File: config.mk
export PLATFORM = sky130hd
export DESIGN_NAME = lsu_axi_master
export DESIGN_NICKNAME = d
export VERILOG_FILES = /design/src/rtl/lsu_axi_master.sv
export SDC_FILE = /design/constraint.sdc
export NUM_CORES = 1
export LEC_CHECK = 0
export ABC_AREA = 0
export CORE_ASPECT_RATIO = 0.6
export CORE_MARGIN = 4
export CORE_UTILIZATION = 45
export CTS_CLUSTER_DIAMETER = 40
export DETAILED_ROUTE_END_ITERATION = 10
export GPL_ROUTABILITY_DRIVEN = 0
export GPL_TIMING_DRIVEN = 0
export PLACE_DENSITY = 0.87
export RECOVER_POWER = 100
export SYNTH_ARGS = -nofsm -noshare
export SYNTH_HDL_FRONTEND = slang
export SYNTH_SLANG_ARGS = --single-unit
File: constraint.sdc
create_clock -name clk -period 2.6 [get_ports clk]
set_input_delay 0.26 -clock clk [delete_from_list [all_inputs] [get_ports clk]]
set_output_delay 0.26 -clock clk [all_outputs]
set_load 0.01 [all_outputs]
File: src/rtl/lsu_axi_master.sv
`default_nettype none
//==============================================================================
// Module   : lsu_axi_master
// Brief    : Load/store unit bridge from a single-outstanding execute-stage
//            request port to an AXI4-Lite style master. Loads are extended
//            per size/signedness, stores are lane-shifted with byte strobes.
// Ports    : clk, rst (sync, active-high)
//            req_*   : request from execute (valid/ready, we, size, unsigned,
//                      addr, wdata)
//            resp_*  : result to write-back (valid/ready, rdata, err)
//            maxi_ar*/r*/aw*/w*/b* : AXI read/write channels, 32-bit data
// Macros   : LSU_MISALIGN_TRAP_EN - when defined, misaligned half/word
//            accesses complete immediately with resp_err=1 and no bus
//            activity; otherwise they go out on the bus with truncated lanes.
// Revision : 1.0 - initial release
//==============================================================================
module lsu_axi_master #(
  parameter int ADDR_W = 32
) (
  input  logic              clk,
  input  logic              rst,
  // request from execute stage
  input  logic              req_valid,
  output logic              req_ready,
  input  logic              req_we,
  input  logic [1:0]        req_size,
  input  logic              req_unsigned,
  input  logic [ADDR_W-1:0] req_addr,
  input  logic [31:0]       req_wdata,
  // response to write-back stage
  output logic              resp_valid,
  input  logic              resp_ready,
  output logic [31:0]       resp_rdata,
  output logic              resp_err,
  // AXI read address
  output logic [ADDR_W-1:0] maxi_araddr,
  output logic              maxi_arvalid,
  input  logic              maxi_arready,
  // AXI read data
  input  logic [31:0]       maxi_rdata,
  input  logic [1:0]        maxi_rresp,
  input  logic              maxi_rvalid,
  output logic              maxi_rready,
  // AXI write address
  output logic [ADDR_W-1:0] maxi_awaddr,
  output logic              maxi_awvalid,
  input  logic              maxi_awready,
  // AXI write data
  output logic [31:0]       maxi_wdata,
  output logic [3:0]        maxi_wstrb,
  output logic              maxi_wvalid,
  input  logic              maxi_wready,
  // AXI write response
  input  logic [1:0]        maxi_bresp,
  input  logic              maxi_bvalid,
  output logic              maxi_bready
);

  typedef enum logic [2:0] {
    S_IDLE    = 3'd0,
    S_RD_ADDR = 3'd1,
    S_RD_DATA = 3'd2,
    S_WR_REQ  = 3'd3,
    S_WR_RESP = 3'd4,
    S_RESP    = 3'd5
  } state_t;

  state_t            r_state;
  state_t            w_next;

  logic [ADDR_W-1:0] r_addr;
  logic [1:0]        r_size;
  logic              r_unsigned;
  logic [31:0]       r_wdata;     // already shifted onto its byte lanes
  logic [3:0]        r_wstrb;
  logic              r_aw_done;
  logic              r_w_done;
  logic [31:0]       r_rdata;
  logic              r_err;

  logic              w_accept;
  logic              w_trap;
  logic [3:0]        w_strb_base;
  logic [31:0]       w_rshift;
  logic [31:0]       w_load_ext;
  logic              w_unused_ok;

  // Only bit 1 of xRESP distinguishes SLVERR/DECERR from OKAY/EXOKAY.
  assign w_unused_ok = ^{maxi_rresp[0], maxi_bresp[0]};

  assign w_accept = (r_state == S_IDLE) && req_valid;

`ifdef LSU_MISALIGN_TRAP_EN
  // Half needs bit 0 clear; word (size 2 or 3) needs both low bits clear.
  assign w_trap = ((req_size == 2'd1) && req_addr[0]) ||
                  (req_size[1] && (req_addr[1:0] != 2'b00));
`else
  assign w_trap = 1'b0;
`endif

  always_comb begin
    w_strb_base = 4'b1111;
    case (req_size)
      2'd0:    w_strb_base = 4'b0001;
      2'd1:    w_strb_base = 4'b0011;
      default: w_strb_base = 4'b1111;
    endcase
  end

  // Bring the addressed byte lane down to bit 0, then extend.
  assign w_rshift = maxi_rdata >> {r_addr[1:0], 3'b000};

  always_comb begin
    w_load_ext = w_rshift;
    case (r_size)
      2'd0: w_load_ext = r_unsigned ? {24'd0, w_rshift[7:0]}
                                    : {{24{w_rshift[7]}}, w_rshift[7:0]};
      2'd1: w_load_ext = r_unsigned ? {16'd0, w_rshift[15:0]}
                                    : {{16{w_rshift[15]}}, w_rshift[15:0]};
      default: w_load_ext = w_rshift;
    endcase
  end

  // State register
  always_ff @(posedge clk) begin
    if (rst) begin
      r_state <= S_IDLE;
    end else begin
      r_state <= w_next;
    end
  end

  // Next state and handshake outputs
  always_comb begin
    w_next       = r_state;
    req_ready    = 1'b0;
    maxi_arvalid = 1'b0;
    maxi_rready  = 1'b0;
    maxi_awvalid = 1'b0;
    maxi_wvalid  = 1'b0;
    maxi_bready  = 1'b0;
    resp_valid   = 1'b0;
    case (r_state)
      S_IDLE: begin
        req_ready = 1'b1;
        if (req_valid) begin
          if (w_trap)      w_next = S_RESP;
          else if (req_we) w_next = S_WR_REQ;
          else             w_next = S_RD_ADDR;
        end
      end
      S_RD_ADDR: begin
        maxi_arvalid = 1'b1;
        if (maxi_arready) w_next = S_RD_DATA;
      end
      S_RD_DATA: begin
        maxi_rready = 1'b1;
        if (maxi_rvalid) w_next = S_RESP;
      end
      S_WR_REQ: begin
        // AW and W complete independently; leave once both have been taken.
        maxi_awvalid = !r_aw_done;
        maxi_wvalid  = !r_w_done;
        if ((r_aw_done || maxi_awready) && (r_w_done || maxi_wready))
          w_next = S_WR_RESP;
      end
      S_WR_RESP: begin
        maxi_bready = 1'b1;
        if (maxi_bvalid) w_next = S_RESP;
      end
      S_RESP: begin
        resp_valid = 1'b1;
        if (resp_ready) w_next = S_IDLE;
      end
      default: w_next = S_IDLE;
    endcase
  end

  // Request capture and result datapath
  always_ff @(posedge clk) begin
    if (rst) begin
      r_addr     <= '0;
      r_size     <= 2'd0;
      r_unsigned <= 1'b0;
      r_wdata    <= 32'd0;
      r_wstrb    <= 4'd0;
      r_aw_done  <= 1'b0;
      r_w_done   <= 1'b0;
      r_rdata    <= 32'd0;
      r_err      <= 1'b0;
    end else if (w_accept) begin
      r_addr     <= req_addr;
      r_size     <= req_size;
      r_unsigned <= req_unsigned;
      r_wdata    <= req_wdata << {req_addr[1:0], 3'b000};
      r_wstrb    <= w_strb_base << req_addr[1:0];
      r_aw_done  <= 1'b0;
      r_w_done   <= 1'b0;
      r_rdata    <= 32'd0;
      r_err      <= w_trap;
    end else if (r_state == S_WR_REQ) begin
      if (maxi_awready) r_aw_done <= 1'b1;
      if (maxi_wready)  r_w_done  <= 1'b1;
    end else if ((r_state == S_RD_DATA) && maxi_rvalid) begin
      r_rdata <= w_load_ext;
      r_err   <= maxi_rresp[1];
    end else if ((r_state == S_WR_RESP) && maxi_bvalid) begin
      r_err <= maxi_bresp[1];
    end
  end

  assign maxi_araddr = {r_addr[ADDR_W-1:2], 2'b00};
  assign maxi_awaddr = {r_addr[ADDR_W-1:2], 2'b00};
  assign maxi_wdata  = r_wdata;
  assign maxi_wstrb  = r_wstrb;
  assign resp_rdata  = r_rdata;
  assign resp_err    = r_err;

endmodule
`default_nettype wire

==> impl_results.md <==
- Outcome: finished clean
- CTS Buffer Depth: 2
- Hold_sp: req_addr[1]
- Share of cells above drive strength 1: 15.5%
- Hold Worst Slack: 408 ps
- Post-synth cell types: 47
- Initial antenna violation count: 0
- Residual DRC: 0
- Ys flop type: dfxtp_1
- Port-buffer cells: 243
- Core region area: 0.0115 mm2
- Clock root buffer: clkbuf_16
- Die area: 0.0139 mm2
- Global route overflow: 0
- Later-pin clock latency in the skew report: 340 ps
- First-pass GRT wire length: 28,500 um
- Synthesized flop and latch total: 109
- Net count, final: 998
- Clock transition at path regs: 70 ps
- Worst Reg-to-Reg Cells: 6
- Synth top area share: 40.3%
- Worst slew margin: 44.7%
- Hold path depth: 3
- Pins Over Slew Limit: 0
- Crit end category: primary output
- Resize count post-CTS: 0
- Placement-stage cell area: 0.00806 mm2
- DR vias: 5,503
- Comb power frac: 32.0%
- CTS tree: done
- Startpoint Class: flip-flop
- CP max stage delay: 600 ps
- Routed Antenna Nets: 0
- Final Cycle Share: 90.0%
- Worst-path fanout max: 10
- Commonest non-fill, non-tap cell in the layout: dlygate4sd3_1
- Synth top area cells: dfxtp_1 (40%), buf_4 (9.1%), nand2_1 (7.5%)
- Final setup violation count: 0
- Setup TNS: 0 ps
- Crit path DAT: 2080 ps
- Leak: 3.61 nW
- Worst-margin pin slew: 827 ps
- Number of flops mapped to enable cells by yosys: 0
- Max frequency: 427 MHz
- Post-CTS Setup Inserts: 0
- Hold buffer count at CTS: 0
- YS warnings: 0
- Seq/Total Area, Yosys: 40.3%
- Die width: 150 um
- Mean Syn Cell Area: 8.63 um2
- 1st-iter DRT viols: 346
- Most area-hungry cell type in the Yosys netlist: dfxtp_1
- Sw frac: 30.6%
- DR pass1 iterations: 5
- Htree depth: 3
- Internal: 3.40 mW
- Synthesized area: 0.00542 mm2
- Vias in the first global route: 5,296
- Vias per cell: 5.24
- Clock Skew: 8.18 ps
- Worst hold path type: primary input to flip-flop
- RR Endpoint: maxi_wdata[20]$_SDFFE_PP0P_
- Chip Height: 93.0 um
- Finished Core Util: 72.3%
- RSZ-0062 raised after global routing: no
- Largest net degree at the start of global routing: 18
- Data required time of the worst path: 2340 ps
- Num CTS Buffers: 9
- Layout filler cell count: 901
- Post-route cell area: 0.00833 mm2
- Cell breakdown of the critical path: clkbuf_1, inv_1, and3_1, dlygate4sd3_1
- Switching power: 1.50 mW
- Row cnt: 30
- Layout area overhead: 53.7%
- MaxCap Viol Count: 0
- Clock Sink Count: 109
- Ys async rst share: 0%
- Tmin final: 2340 ps
- Effective utilization at floorplan: 47.0%
- GRT Overall Usage: 26.1%
- Reg2reg setup slack: 390 ps
- Power Dens Cells: 588 mW/mm2
- Worst R2R Start: r_state[2]$_SDFFE_PP0P_
- WL/cell: 17.9 um
- WL final: 18,800 um
- Final hold vios: 0
- Worst Hold End: maxi_wdata[27]$_SDFFE_PP0P_
- Io pins: 253
- Slowest CP cell: dlygate4sd3_1
- N_diodes: 0
- Clock power frac: 28.7%
- Post-DP HPWL: 15,100 um
- Peak VDD IR: 0.398 mV
- CP Class: flip-flop to primary output
- Commonest cells after routing, fill and taps aside: dlygate4sd3_1 (135), nand2_1 (109), dfxtp_1 (109), clkdlybuf4s50_1 (108), buf_4 (66)
- Register share of total power: 39.2%
- Synth Instances: 628
flip-flops by register name, summed over array words and instances (netlist names):
| name | count |
|---|---|
| r_addr | 32 |
| r_w_done | 1 |
| r_state | 3 |
| r_unsigned | 1 |
| r_aw_done | 1 |
| resp_err | 1 |
| maxi_wstrb | 4 |
| r_size | 2 |
| resp_rdata | 32 |
| maxi_wdata | 32 |
metal layers:
| layer | routed length (um) | share of wire [%] | track usage, % | up-vias |
|---|---|---|---|---|
| li1 | - | - | - | 2631 |
| met1 | 8340 | 44 | 36.0 | 2596 |
| met2 | 8250 | 44 | 40.3 | 258 |
| met3 | 1970 | 10 | 8.33 | 18 |
| met4 | 232 | 1.2 | 5.56 | 0 |
| met5 | 0 | 0 | 0 | - |
area by class of cell:
| type | count | area, um2 | area share (%) |
|---|---|---|---|
| clock buffer | 12 | 246 | 2.96 |
| multi-input combinational | 406 | 2500 | 30.0 |
| sequential | 109 | 2180 | 26.2 |
| tap | 160 | 200 | 2.40 |
| clock inverter | 4 | 55.1 | 0.661 |
| timing repair buffer | 243 | 2430 | 29.2 |
| buffer | 114 | 706 | 8.47 |
| inverter | 2 | 7.51 | 0.0901 |
cell families (layout without fill, tap and decap cells):
logic type	count (synthesis)	after routing	share of synthesized area, %
muxes	52	52	10.5
DFF	109	109	40.3
AOI/OAI and AO/OA	151	151	19.3
buffers and inverters	116	375	13.6
and+or+nand+nor	199	199	16.2
other	1	4	0.0692
worst max path at each step:
stage	slack (ps)	end	start
finish	260	maxi_arvalid	r_state[2]$_SDFFE_PP0P_
CTS	310	maxi_wvalid	r_state[0]$_SDFFE_PP0P_
global route	120	maxi_bready	r_state[2]$_SDFFE_PP0P_
floorplan	950	resp_rdata[21]$_SDFFE_PP0P_	r_addr[0]$_SDFFE_PP0P_
global placement	240	maxi_wdata[11]$_SDFFE_PP0P_	req_valid
detailed placement	190	maxi_wdata[4]$_SDFFE_PP0P_	req_valid
critical path: cells and delay by family (launching register included):
family / cells / cell delay [ps]
buf+inv: 3 / 1120
flops: 1 / 390
simple gates: 1 / 210
synth_stat cells (2+ instances only):
master / number
o2bb2ai_1: 7
o221a_2: 16
nand2_1: 109
mux2_2: 21
nand2b_1: 3
mux2i_1: 29
nor2b_1: 4
mux4_2: 2
nor2_1: 45
and3_1: 2
a22o_1: 13
nor2_2: 2
a22oi_1: 4
nor3_1: 9
a21o_1: 2
o21ai_0: 19
buf_6: 5
a211oi_1: 7
o211ai_1: 10
o21ai_1: 2
inv_1: 2
a21oi_1: 57
buf_2: 13
nand3_1: 7
dfxtp_1: 109
clkbuf_1: 29
a31oi_1: 6
and2_1: 10
buf_4: 66
power groups by stage:
| stage | logic, mW | registers (mW) | clock network [mW] |
|---|---|---|---|
| after global routing | 1.70 | 1.94 | 1.49 |
| after CTS | 1.67 | 1.92 | 1.43 |
| final | 1.57 | 1.92 | 1.41 |
| after global placement | 1.64 | 1.96 | 0 |
| after floorplan | 0.834 | 1.98 | 0 |
| after detailed placement | 1.66 | 1.96 | 0 |
stage by stage:
stage	total power [mW]	cells	setup WS (ps)
after CTS	5.03	1050	313
after detailed placement	3.62	1034	188
final	4.90	1050	260
after global placement	3.60	1034	242
after global routing	5.13	1050	118
after floorplan	2.82	631	954
(Power assumes the default switching activity.)
